<file path="config.mk">
export PLATFORM = sky130hd
export DESIGN_NAME = uart_tx_fifo
export DESIGN_NICKNAME = d
export VERILOG_FILES = /design/src/rtl/uart_tx_fifo.sv
export SDC_FILE = /design/constraint.sdc
export NUM_CORES = 1
export LEC_CHECK = 0
export CAP_MARGIN = 20
export CORE_MARGIN = 2
export CORE_UTILIZATION = 47
export CTS_CLUSTER_SIZE = 25
export DETAILED_ROUTE_END_ITERATION = 10
export HOLD_SLACK_MARGIN = 0.02
export SLEW_MARGIN = 15
export SYNTH_ARGS = -nofsm -noshare
export SYNTH_HDL_FRONTEND = slang
export SYNTH_SLANG_ARGS = --single-unit
</file>
<file path="constraint.sdc">
create_clock -name sys_clk -period 3.8 [get_ports sys_clk]
set_clock_uncertainty 0.2 [all_clocks]
set_input_delay 0.38 -clock sys_clk [delete_from_list [all_inputs] [get_ports sys_clk]]
set_output_delay 0.38 -clock sys_clk [all_outputs]
set_load 0.005 [all_outputs]
</file>
<file path="src/rtl/uart_tx_fifo.sv">
// Byte FIFO that paces bytes into the UART transmitter, one uart_send
// pulse per byte, with a fixed frame time between pulses.
module uart_tx_fifo #(
    parameter int DEPTH_LOG2  = 4,
    parameter int FRAME_CLKS  = 260,
    parameter int STROBE_CLKS = 4
) (
    input  logic                  sys_clk,
    input  logic                  sys_rst,
    input  logic                  wr_en,
    input  logic [7:0]            wr_data,
    output logic                  full,
    output logic [DEPTH_LOG2:0]   level,
    output logic                  overflow,
    output logic                  busy,
    output logic                  uart_send,
    output logic [7:0]            uart_data_in
);

    localparam int DEPTH = 2 ** DEPTH_LOG2;
    localparam logic [DEPTH_LOG2:0]   LVL_FULL = (DEPTH_LOG2 + 1)'(DEPTH);
    localparam logic [DEPTH_LOG2:0]   LVL_ONE  = (DEPTH_LOG2 + 1)'(1);
    localparam logic [DEPTH_LOG2-1:0] PTR_ONE  = DEPTH_LOG2'(1);
    localparam logic [11:0]           STROBE_T = 12'(STROBE_CLKS - 1);
    localparam logic [11:0]           FRAME_T  = 12'(FRAME_CLKS - 1);

    typedef enum logic [1:0] {
        IDLE,
        LOAD,
        STROBE,
        GAP
    } state_t;

    state_t state_q, state_d;

    logic [11:0]           timer_q, timer_d;
    logic [DEPTH_LOG2-1:0] wr_ptr_q, wr_ptr_d;
    logic [DEPTH_LOG2-1:0] rd_ptr_q, rd_ptr_d;
    logic [DEPTH_LOG2:0]   level_q, level_d;
    logic [7:0]            data_q, data_d;
    logic                  send_q, send_d;
    logic                  ovf_q, ovf_d;
    logic                  full_w, push, pop;
    logic [7:0]            mem [DEPTH];

    // Fullness comes from registered level, so a pop never frees
    // a slot for a write in the same cycle.
    always_comb begin
        full_w   = (level_q == LVL_FULL);
        pop      = (state_q == IDLE) && (level_q != '0);
        push     = wr_en && !full_w;
        ovf_d    = wr_en && full_w;
        wr_ptr_d = push ? wr_ptr_q + PTR_ONE : wr_ptr_q;
        rd_ptr_d = pop ? rd_ptr_q + PTR_ONE : rd_ptr_q;
        level_d  = level_q;
        unique case ({push, pop})
            2'b10:   level_d = level_q + LVL_ONE;
            2'b01:   level_d = level_q - LVL_ONE;
            default: level_d = level_q;
        endcase
    end

    always_comb begin
        state_d = state_q;
        timer_d = timer_q;
        unique case (state_q)
            IDLE: begin
                if (pop) state_d = LOAD;
            end
            LOAD: begin
                state_d = STROBE;
                timer_d = '0;
            end
            STROBE: begin
                timer_d = timer_q + 12'd1;
                if (timer_q == STROBE_T) state_d = GAP;
            end
            GAP: begin
                timer_d = timer_q + 12'd1;
                if (timer_q == FRAME_T) begin
                    state_d = IDLE;
                    timer_d = '0;
                end
            end
            default: begin
                state_d = IDLE;
                timer_d = '0;
            end
        endcase
    end

    always_comb begin
        send_d = (state_d == STROBE);
        data_d = pop ? mem[rd_ptr_q] : data_q;
    end

    always_ff @(posedge sys_clk or posedge sys_rst) begin
        if (sys_rst) begin
            state_q  <= IDLE;
            timer_q  <= '0;
            wr_ptr_q <= '0;
            rd_ptr_q <= '0;
            level_q  <= '0;
            data_q   <= '0;
            send_q   <= 1'b0;
            ovf_q    <= 1'b0;
        end else begin
            state_q  <= state_d;
            timer_q  <= timer_d;
            wr_ptr_q <= wr_ptr_d;
            rd_ptr_q <= rd_ptr_d;
            level_q  <= level_d;
            data_q   <= data_d;
            send_q   <= send_d;
            ovf_q    <= ovf_d;
        end
    end

    // Storage needs no reset; level gates every read.
    always_ff @(posedge sys_clk) begin
        if (push) mem[wr_ptr_q] <= wr_data;
    end

    assign full         = full_w;
    assign level        = level_q;
    assign overflow     = ovf_q;
    assign busy         = (state_q != IDLE);
    assign uart_send    = send_q;
    assign uart_data_in = data_q;

endmodule
</file>
==> flow_metrics.py <==
metrics = {
    "finish": {
        "fin_cells": 624,
        "multi_input_area_mm2": 0.001914,
        "final_area_mm2": 0.007874,
        "synthToLayoutAreaGrowth_pct": 15.00,
        "final_layout_size_suffix_gt1_share_pct": 16.59,
        "fin_nets": 451,
        "fillCellCount": 1121,
        "seq_area_mm2": 0.004771,
        "diodes": 0,
    },
    "critical_path": {
        "worst-path-max-fanout": 23,
        "crit_type": "reg2reg",
        "critPathArrivalTime_ps": 3210,
        "cp-end-kind": "flip-flop",
        "ff2ff_path_depth": 9,
        "cp_data_required_time_ps": 3890,
        "crit_path_start_kind": "flip-flop",
    },
    "job": {
        "cap_violations": 0,
    },
    "synth": {
        "synth_top_cell_by_area": "edfxtp_1",
        "synth_edf_count": 128,
        "synth_warnings": 0,
        "synthCells": 395,
        "yosys_register_bits": 165,
        "syn_avg_cell_area_um2": 17.33,
        "syn_nets": 416,
        "synth_area_mm2": 0.006847,
        "synthTopCellsByArea": "edfxtp_1 56%, dfrtp_1 14%, mux4_2 6.3%",
        "netlist.area_leader.share_pct": 56.14,
        "yosysSeqAreaShare_pct": 69.66,
        "ys_async_sr_fraction_pct": 22.42,
        "synth_flop_cell": "edfxtp_1",
        "synth_cell_types": 45,
    },
    "place": {
        "place.gp.congestion": 0.8259,
        "hpwl_um": 8375,
        "placed_cell_area_mm2": 0.007291,
        "io_buffer_count": 27,
        "place_inst": 595,
    },
    "clocking": {
        "cts_buffers": 17,
        "clkTransAtPathRegs_ps": 60,
        "cts_setup_buffers": 0,
        "worstSkewPairLatency_ps": 420,
        "clockBufferDepth": 2,
        "clock-sinks": 165,
        "root_buffer": "clkbuf_16",
        "cts_hold_buf": 0,
        "cts_tree": "yes",
        "post_cts_resized": 0,
        "cts_max_level": 4,
    },
    "routing": {
        "via_per_inst": 5.638,
        "ant_nets": 0,
        "first_iter_violations": 263,
        "vias": 3518,
        "drc": 0,
        "wl_per_cell_um": 21.13,
        "first_pass_iters": 4,
        "wirelength_um": 13190,
    },
    "global_routing": {
        "grt_pass1_wl_um": 20640,
        "grt_max_degree": 34,
        "grt_pass1_vias": 3573,
        "antenna_found_initial": 0,
        "overflow": 0,
        "gr-usage-all-layers_pct": 18.11,
    },
    "power_and_ir_drop": {
        "power_leakage_nw": 2.751,
        "power.density_mw_per_mm2": 692.5,
        "ir_drop_mv": 0.3591,
    },
    "run_status": {
        "outcome": "completed",
    },
    "sta": {
        "hold_viol_final": 0,
        "setup_viol": 0,
        "max_freq_mhz": 320.3,
        "fin_crit_ps": 3122,
        "period_share_pct": 82.16,
        "timing.hold.ws_ps": 244.8,
        "drv_slew": 0,
        "max_slew_margin_pct": 41.86,
        "worst_pin_slew_ps": 871.1,
        "rsz0062_at_grt": "false",
        "fin_tns_setup_ps": 0,
    },
    "floorplan": {
        "initial_core_util_pct": 47.65,
        "ios": 28,
        "core.rowCount": 44,
        "die_w_um": 124.7,
        "core_area_mm2": 0.01437,
        "die_area_mm2": 0.01555,
        "die_h_um": 124.7,
    },
    "min_path": {
        "hold_class": "in2async",
    },
}
[registers in the layout, indices dropped and copies added, names as in the netlist, 2 cells and up]
signal and count:
state_q 2, timer_q 12, uart_data_in 8, wr_ptr_q 4
rd_ptr_q 4, mem 128, level 5
[cells in the mapped netlist (all sizes together), types with 4 or more instances]
library cell  count
xor2             11
mux4             32
xnor2             7
o22ai            18
nor3              4
a21oi            14
nor2             27
nand2            14
buf              14
nand2b            5
ha               10
inv               8
nand4             7
o21ai             7
edfxtp          128
mux2             10
dfrtp            37
clkbuf            7
[layout by cell type, fill, tap and decap left out, types with 4 or more instances in the layout]
master,n
buf_4,10
clkbuf_16,17
nand2b_1,5
mux2_2,10
ha_1,10
mux4_1,13
o22ai_1,18
inv_1,8
clkdlybuf4s50_1,27
nand2_1,14
nand4_1,7
mux4_2,19
o21ai_0,7
nor2_1,27
dfrtp_1,36
xnor2_1,7
nor3_1,4
a21oi_1,13
xor2_1,11
edfxtp_1,128
[critical path: stages (launching register included)]
cell and delay (ps):
dfrtp_1 480, or4_4 580, o21a_4 300, ha_1 330, xor2_1 190, ha_1 220, o211a_1 230, o31ai_1 220
a31oi_1 90, xor2_1 160
[layer usage]
layer  vias up  track usage, %  routed length, um  part of all wire [%]
met1      1811           25.13               6060                    46
li1       1625               -                  -                     -
met5         -               0                  0                     0
met4         0           5.552                163                   1.2
met3         8           5.241                583                   4.4
met2        74           28.03               6379                    48
[logic make-up after synthesis]
family                   Yosys count  share of synthesized area [%]
buffers and inverters             29                          2.375
AND/OR/NAND/NOR                   77                          5.574
XOR/XNOR                          18                          2.303
AO/OA/AOI/OAI                     52                          5.080
flip-flops                       165                          69.66
adder cells (fa/ha/maj)           10                          1.827
multiplexers                      44                          13.18
[path summary, 6_finish.rpt]
path | startpoint | to | slack [ps]
setup / recovery | level[1] | level[4] | 680
hold / removal | sys_rst | uart_send | 240
setup reg to reg | level[1] | level[4] | 680
hold reg to reg | timer_q[11] | timer_q[11] | 360
max in group asynchronous | sys_rst | rd_ptr_q[1] | 2400
min in group sys_clk | timer_q[11] | timer_q[11] | 360
[through the flow]
stage	total power [mW]	setup slack (ps)	util [%]
after CTS	5.508	713.5	54.80
final	5.452	677.9	54.80
after global placement	3.764	755.0	50.74
after detailed placement	3.798	724.3	50.74
after floorplan	3.360	726.2	-
after global routing	5.731	526.1	54.80
[where the power goes]
group / switching (mW) / internal, mW
sequential: 0.307 / 2.25
clock: 0.675 / 1.02
combinational: 0.559 / 0.640
total: 1.54 / 3.91
[final cells by class]
type,count,share of cell area (%)
multi-input combinational,201,24.31
tap,184,2.924
timing repair buffer,37,4.386
sequential,165,60.59
inverter,8,0.3814
clock buffer,17,5.403
clock inverter,12,2.002
(Power assumes the default switching activity.)
